===== config.mk =====
export PLATFORM = sky130hd
export DESIGN_NAME = keypad_cmd_parser
export DESIGN_NICKNAME = d
export VERILOG_FILES = /design/src/rtl/keypad_cmd_parser.sv
export SDC_FILE = /design/constraint.sdc
export NUM_CORES = 1
export LEC_CHECK = 0
export CORE_MARGIN = 5
export CORE_UTILIZATION = 51
export CTS_CLUSTER_DIAMETER = 80
export CTS_CLUSTER_SIZE = 16
export DETAILED_ROUTE_END_ITERATION = 10
export GPL_TIMING_DRIVEN = 0
export PLACE_DENSITY = 0.76
export SYNTH_ARGS = -nofsm -noshare
export SYNTH_HDL_FRONTEND = slang
export SYNTH_SLANG_ARGS = --single-unit

===== constraint.sdc =====
create_clock -name CLK -period 2.5 [get_ports CLK]
set_input_delay 0.75 -clock CLK [delete_from_list [all_inputs] [get_ports CLK]]
set_output_delay 0.75 -clock CLK [all_outputs]
set_load 0.01 [all_outputs]

===== src/rtl/keypad_cmd_parser.sv =====
`default_nettype none
// ============================================================================
// Module      : keypad_cmd_parser
// Description : Parses a strobed key stream into a command frame:
//               START, N_DIGITS BCD digits, N_FLAGS binary flags, END, with
//               each field confirmed by ENTER. Fields accumulate in shadow
//               registers and are committed to the outputs only when the
//               frame completes. Supports CANCEL, inactivity timeout, strict
//               mode and error reporting.
// Revision    : 1.0 - initial release
// ============================================================================
module keypad_cmd_parser #(
  parameter int         N_DIGITS       = 2,
  parameter int         N_FLAGS        = 2,
  parameter int         TIMEOUT_CYCLES = 1000000,
  parameter int         STRICT         = 0,
  parameter logic [3:0] K_START        = 4'hA,
  parameter logic [3:0] K_ENTER        = 4'hC,
  parameter logic [3:0] K_END          = 4'hB,
  parameter logic [3:0] K_CANCEL       = 4'hE
) (
  input  logic                  CLK,
  input  logic                  Reset,
  input  logic                  key_valid,
  input  logic [3:0]            tvalida,
  input  logic                  esnumero,
  output logic [4*N_DIGITS-1:0] digits,
  output logic [N_FLAGS-1:0]    flags,
  output logic                  cmd_done,
  output logic                  err,
  output logic [1:0]            err_code,
  output logic                  busy,
  output logic [3:0]            field_idx
);

  // Timeout counter sized so TIMEOUT_CYCLES itself is representable;
  // a disabled timeout still gets a 1-bit counter to keep widths legal.
  localparam int c_cnt_w = (TIMEOUT_CYCLES > 0) ? $clog2(TIMEOUT_CYCLES + 1) : 1;
  localparam logic [c_cnt_w-1:0] c_tmo_last =
    (TIMEOUT_CYCLES > 0) ? c_cnt_w'(TIMEOUT_CYCLES - 1) : '0;
  localparam logic [3:0] c_last_digit = 4'(N_DIGITS - 1);
  localparam logic [3:0] c_last_flag  = 4'(N_DIGITS + N_FLAGS - 1);

  localparam logic [1:0] c_err_cancel  = 2'd1;
  localparam logic [1:0] c_err_timeout = 2'd2;
  localparam logic [1:0] c_err_badkey  = 2'd3;

  typedef enum logic [2:0] {
    S_WAIT_START = 3'd0,
    S_DIGIT      = 3'd1,
    S_DIGIT_CONF = 3'd2,
    S_FLAG       = 3'd3,
    S_FLAG_CONF  = 3'd4,
    S_END_KEY    = 3'd5,
    S_END_CONF   = 3'd6
  } state_t;

  state_t                  r_state;
  state_t                  w_state_nxt;

  logic [4*N_DIGITS-1:0]   r_sh_dig;
  logic [N_FLAGS-1:0]      r_sh_flg;
  logic [4*N_DIGITS-1:0]   r_digits;
  logic [N_FLAGS-1:0]      r_flags;
  logic                    r_cmd_done;
  logic                    r_err;
  logic [1:0]              r_err_code;
  logic                    r_busy;
  logic [3:0]              r_idx;
  logic [c_cnt_w-1:0]      r_cnt;

  logic                    w_is_digit;
  logic                    w_is_flag;
  logic                    w_tmo;
  logic                    w_ld_dig;
  logic                    w_ld_flag;
  logic                    w_commit;
  logic                    w_abort;
  logic [1:0]              w_code;
  logic                    w_clr_sh;
  logic                    w_start;
  logic                    w_unexp;
  logic [3:0]              w_idx_nxt;

  assign w_is_digit = esnumero && (tvalida <= 4'd9);
  assign w_is_flag  = (tvalida <= 4'd1);
  assign w_tmo      = (TIMEOUT_CYCLES != 0) && (r_state != S_WAIT_START) &&
                      (r_cnt == c_tmo_last);

  // State register
  always_ff @(posedge CLK) begin
    if (Reset) r_state <= S_WAIT_START;
    else       r_state <= w_state_nxt;
  end

  // Next-state and control decode; CANCEL beats timeout beats normal keys
  always_comb begin
    w_state_nxt = r_state;
    w_ld_dig    = 1'b0;
    w_ld_flag   = 1'b0;
    w_commit    = 1'b0;
    w_abort     = 1'b0;
    w_code      = 2'd0;
    w_clr_sh    = 1'b0;
    w_start     = 1'b0;
    w_unexp     = 1'b0;
    w_idx_nxt   = r_idx;

    if (key_valid && (r_state != S_WAIT_START) && (tvalida == K_CANCEL)) begin
      w_abort = 1'b1;
      w_code  = c_err_cancel;
    end else if (w_tmo) begin
      w_abort = 1'b1;
      w_code  = c_err_timeout;
    end else if (key_valid) begin
      if (r_state == S_WAIT_START) begin
        // Anything other than START is meaningless outside a frame
        if (tvalida == K_START) begin
          w_state_nxt = S_DIGIT;
          w_idx_nxt   = 4'd0;
          w_start     = 1'b1;
          w_clr_sh    = 1'b1;
        end
      end else if (tvalida == K_START) begin
        if (STRICT != 0) begin
          w_unexp = 1'b1;
        end else begin
          w_state_nxt = S_DIGIT;
          w_idx_nxt   = 4'd0;
          w_start     = 1'b1;
          w_clr_sh    = 1'b1;
        end
      end else begin
        case (r_state)
          S_DIGIT: begin
            if (w_is_digit) begin
              w_ld_dig    = 1'b1;
              w_state_nxt = S_DIGIT_CONF;
            end else begin
              w_unexp = 1'b1;
            end
          end
          S_DIGIT_CONF: begin
            if (tvalida == K_ENTER) begin
              w_state_nxt = (r_idx == c_last_digit) ? S_FLAG : S_DIGIT;
              w_idx_nxt   = r_idx + 4'd1;
            end else if (w_is_digit) begin
              w_ld_dig = 1'b1;
            end else begin
              w_unexp = 1'b1;
            end
          end
          S_FLAG: begin
            if (w_is_flag) begin
              w_ld_flag   = 1'b1;
              w_state_nxt = S_FLAG_CONF;
            end else begin
              w_unexp = 1'b1;
            end
          end
          S_FLAG_CONF: begin
            if (tvalida == K_ENTER) begin
              if (r_idx == c_last_flag) begin
                w_state_nxt = S_END_KEY;
              end else begin
                w_state_nxt = S_FLAG;
                w_idx_nxt   = r_idx + 4'd1;
              end
            end else if (w_is_flag) begin
              w_ld_flag = 1'b1;
            end else begin
              w_unexp = 1'b1;
            end
          end
          S_END_KEY: begin
            if (tvalida == K_END) w_state_nxt = S_END_CONF;
            else                  w_unexp     = 1'b1;
          end
          S_END_CONF: begin
            if (tvalida == K_ENTER) begin
              w_commit    = 1'b1;
              w_state_nxt = S_WAIT_START;
              w_clr_sh    = 1'b1;
            end else begin
              w_unexp = 1'b1;
            end
          end
          default: w_state_nxt = S_WAIT_START;
        endcase
      end

      if (w_unexp && (STRICT != 0)) begin
        w_abort  = 1'b1;
        w_code   = c_err_badkey;
        w_ld_dig = 1'b0;
        w_ld_flag = 1'b0;
      end
    end

    if (w_abort) begin
      w_state_nxt = S_WAIT_START;
      w_clr_sh    = 1'b1;
      w_commit    = 1'b0;
    end
    if (w_state_nxt == S_WAIT_START) w_idx_nxt = 4'd0;
  end

  // Registered outputs and shadow field storage
  always_ff @(posedge CLK) begin
    if (Reset) begin
      r_sh_dig   <= '0;
      r_sh_flg   <= '0;
      r_digits   <= '0;
      r_flags    <= '0;
      r_cmd_done <= 1'b0;
      r_err      <= 1'b0;
      r_err_code <= 2'd0;
      r_busy     <= 1'b0;
      r_idx      <= 4'd0;
    end else begin
      r_cmd_done <= w_commit;
      r_err      <= w_abort;
      r_busy     <= (w_state_nxt != S_WAIT_START);
      r_idx      <= w_idx_nxt;
      if (w_abort)      r_err_code <= w_code;
      else if (w_start) r_err_code <= 2'd0;
      if (w_commit) begin
        r_digits <= r_sh_dig;
        r_flags  <= r_sh_flg;
      end
      if (w_clr_sh) begin
        r_sh_dig <= '0;
        r_sh_flg <= '0;
      end else begin
        for (int i = 0; i < N_DIGITS; i++) begin
          if (w_ld_dig && (r_idx == 4'(i))) r_sh_dig[4*i +: 4] <= tvalida;
        end
        for (int i = 0; i < N_FLAGS; i++) begin
          if (w_ld_flag && (r_idx == 4'(N_DIGITS + i))) r_sh_flg[i] <= tvalida[0];
        end
      end
    end
  end

  // Inactivity counter: cleared by any key or when idle, saturates otherwise
  always_ff @(posedge CLK) begin
    if (Reset) begin
      r_cnt <= '0;
    end else if (key_valid || (w_state_nxt == S_WAIT_START)) begin
      r_cnt <= '0;
    end else if (r_cnt != '1) begin
      r_cnt <= r_cnt + 1'b1;
    end
  end

  assign digits    = r_digits;
  assign flags     = r_flags;
  assign cmd_done  = r_cmd_done;
  assign err       = r_err;
  assign err_code  = r_err_code;
  assign busy      = r_busy;
  assign field_idx = r_idx;

endmodule
`default_nettype wire

==> summary.md <==
| Metric | Value |
|---|---|
| Status | `completed` |
| Min Hold Slack | `around 470 ps` |
| Hold path depth | `2` |
| Sequential fraction of the synthesis area | `around 40%` |
| CTS Buffer Depth | `2` |
| P_leak | `1.20 nW` |
| FFs w/ async S/R, synth | `0%` |
| Peak supply drop | `~400 uV` |
| Worst slew pin tran | `~660 ps` |
| ANT nets after route | `0` |
| YS warnings | `0` |
| Mapped Cells | `just under 300` |
| Pre-CTS WS | `-974 ps` |
| MaxCap Viol Count | `0` |
| R2r setup slk | `150 ps` |
| Worst setup EP type | `flip-flop` |
| TritonCTS Buffers | `5` |
| Final instance area | `3230 um2` |
| Clock transition at path regs | `about 90 ps` |
| RSZ-0062 raised after global routing | `true` |
| Vias/cell | `5.68` |
| Slew HR | `around 55%` |
| Die area | `approximately 6700 um2` |
| First-pass GRT wire length | `between 10,000 and 15,000 um` |
| Crit Path Class | `in2reg` |
| Synth area leaders | `dfxtp_1 (40%), mux2i_1 (8.4%), nor2_1 (6.7%), xor2_1 (4.7%), nand4_1 (3.3%)` |
| Mean post-synth cell area | `8.88 um2` |
| Final setup fails | `0` |
| WL/cell | `approximately 15 um` |
| Non-Filler Instances | `408` |
| HP Class | `reg2reg` |
| Hold Path Sink | `err_code[1]` |
| # diodes | `0` |
| CP top delay family | `compound AO/OA/AOI/OAI gates` |
| Final-layout fill cell count | `about 410` |
| Core Region | `a little over 5000 um2` |
| Post-DP HPWL | `4290 um` |
| Post-synth EDFFs | `0` |
| Root buffer cell | `clkbuf_8` |
| CTS tree | `built` |
| Worst Path Required | `between 2000 and 3000 ps` |
| Pin count of the biggest net entering global routing | `16` |
| Synth top cells by count | `dfxtp_1 (52), nor2_1 (47), mux2i_1 (22)` |
| Initial antenna violation count | `0` |
| WP buf/inv | `5` |
| Max incr delay on CP | `~330 ps` |
| Placed cell areas | `~3000 um2` |
| FF-to-FF Start | `field_idx[1]` |
| Num ports | `27` |
| Max Slew Vio Count | `0` |
| Syn nets | `approximately 310` |
| Min Tclk post-route | `2420 ps` |
| Crit path max fanout | `7` |
| Count leader, synth | `dfxtp_1` |
| Hold wc startpoint | `err_code[1]` |
| Yosys reg bits | `52` |
| Die X | `between 80 and 90 um` |
| Slowest CP cell | `a222oi_1` |
| Worst clock skew | `about 14 ps` |
| PortBufs | `25` |
| Biggest area consumer among synthesized cells | `dfxtp_1` |
| Grt total ovfl | `0` |
| Cell mode on critical path | `buf_4` |
| DP Cell Count | `around 390` |
| First-pass iteration count of the detailed router | `4` |
| Fin. Hold Viols | `0` |
| GPL Wtd Cong | `approximately 0.92` |
| Top cell type's share of synthesized area | `approximately 40%` |
| Reg2reg path depth | `11` |
| Cell Pwr Density | `between 400 and 500 nW/um2` |
| Later-pin clock latency in the skew report | `slightly above 300 ps` |
| Synth-to-Final Area Change | `23.0%` |
| Deepest level of the CTS H-tree | `2` |
| Total wire length | `6220 um` |
| CTS sink cnt | `between 50 and 60` |
| Post-route DRC | `0` |
| Critical path launch point type | `primary input` |
| Yosys cell types | `53` |
| Mapped Area | `between 2000 and 3000 um2` |
| Crit path DAT | `around 2600 ps` |
| Starting Density | `52.1%` |
| Post-route setup slack | `77.5 ps` |
| Layout cells sized above 1 | `13.9%` |
| Site Rows | `26` |
| Final Cycle Share | `a little over nine tenths` |
| Detailed Route Iter0 Violations | `225` |
| Total number of vias | `about 2,300` |
| GR Util All Layers | `about a fifth` |
| Fmax | `slightly above 400 MHz` |
| Crit-path cells | `buf_4 -> buf_6 -> or2_4 -> a211oi_2 -> o31ai_1 -> a222oi_1 -> buf_4 -> o211ai_1 -> buf_4 -> buf_6 -> a311oi_2` |
| Top FF cell, synth | `dfxtp_1` |
| Vias in the first global route | `2,238` |
| Nets | `350` |
| RR Endpoint | `r_cnt[14]` |
| Die Ht | `about 80 um` |
-- sequential cells by signal, indices dropped and copies added, names as in the netlist --
name and flops:
flags 2, cmd_done 1, r_sh_dig 8, r_sh_flg 2, r_state 3, digits 8, err_code 2, r_cnt 20
field_idx 4, err 1, busy 1
-- worst max path at each step --
| stage | end | slack, ps | depth (start not counted) | from |
|---|---|---|---|---|
| 2_1_floorplan | field_idx[2] | 80 | 6 | tvalida[1] |
| 3_3_place_gp | r_cnt[1] | -1000 | 9 | tvalida[1] |
| 3_5_place_dp | r_cnt[1] | -970 | 9 | tvalida[1] |
| 4_1_cts | field_idx[0] | 10 | 7 | tvalida[1] |
| 5_1_grt | r_cnt[14] | -60 | 11 | tvalida[2] |
| 6_report | r_cnt[14] | 80 | 11 | tvalida[2] |
-- layout by cell type (no fill, tap or decap), types with 5 or more instances in the layout --
cell type,instances
nor3_1,8
nand4_1,14
and3_1,6
buf_4,10
xor2_1,14
buf_2,5
mux2i_1,22
nand2_1,17
clkbuf_8,5
ha_1,5
nand2b_1,7
a21oi_1,6
nand3_1,7
inv_1,6
xnor2_1,6
nor2_1,47
clkdlybuf4s50_1,20
dfxtp_1,52
nor3_2,7
-- logic make-up after synthesis --
| group | count (synthesis) | share of synthesized area [%] |
|---|---|---|
| and+or+nand+nor | 144 | 30.0 |
| DFF | 52 | 39.6 |
| buffers and inverters | 18 | 3.00 |
| muxes | 22 | 8.38 |
| adders and majority gates | 5 | 2.38 |
| xor gates and xnor gates | 20 | 6.67 |
| AOI/OAI and AO/OA | 35 | 9.90 |
-- worst reg2reg max path: cells and delay by family, from the launching register on --
family | cells | cell delay [ps]
flip-flops | 1 | 370
AO/OA/AOI/OAI | 5 | 850
AND/OR/NAND/NOR | 1 | 270
adder cells (fa/ha/maj) | 1 | 170
buffers and inverters | 4 | 590
-- area by class of cell --
class | count | area, um2 | area share [%]
multi-input cells | 226 | 1590 | 49.1
flip-flops and latches | 52 | 1040 | 32.2
repair buffers | 34 | 300 | 9.29
well taps | 70 | 87.6 | 2.71
plain buffers | 12 | 85.1 | 2.63
clock buffers | 6 | 72.6 | 2.24
clock inverters | 2 | 35.0 | 1.08
inverters | 6 | 22.5 | 0.697
-- per-layer routing --
layer	part of all wire (%)	wire length [um]	global-route usage, %
met1	48	3010	28.5
met2	45	2770	29.7
met3	4.8	301	4.17
met4	2.1	131	7.97
met5	0	0	0
-- power by group --
group | internal, mW | switching [mW] | leakage, nW
clock | 0.297 | 0.274 | 0.0552
sequential | 0.830 | 0.00222 | 0.419
combinational | 0.0429 | 0.0619 | 0.728
total | 1.17 | 0.338 | 1.20
-- metrics by stage --
stage | utilization [%] | total power [mW] | TNS, ps
detailed placement | 58.8 | 0.936 | -33820
floorplan | - | 0.905 | 0
CTS | 63.6 | 1.52 | 0
global route | 64.1 | 1.56 | -60.0
finish | 64.1 | 1.51 | 0
global placement | 58.8 | 0.936 | -34110
-- timing repair --
item,in CTS,in global routing
setup endpoints to repair,46,43
pin swaps,12,6
hold buffers,0,0
setup buffers,7,1
resized for setup,29,10
gates cloned,1,0
No activity file was read; power rests on OpenSTA's default activity.
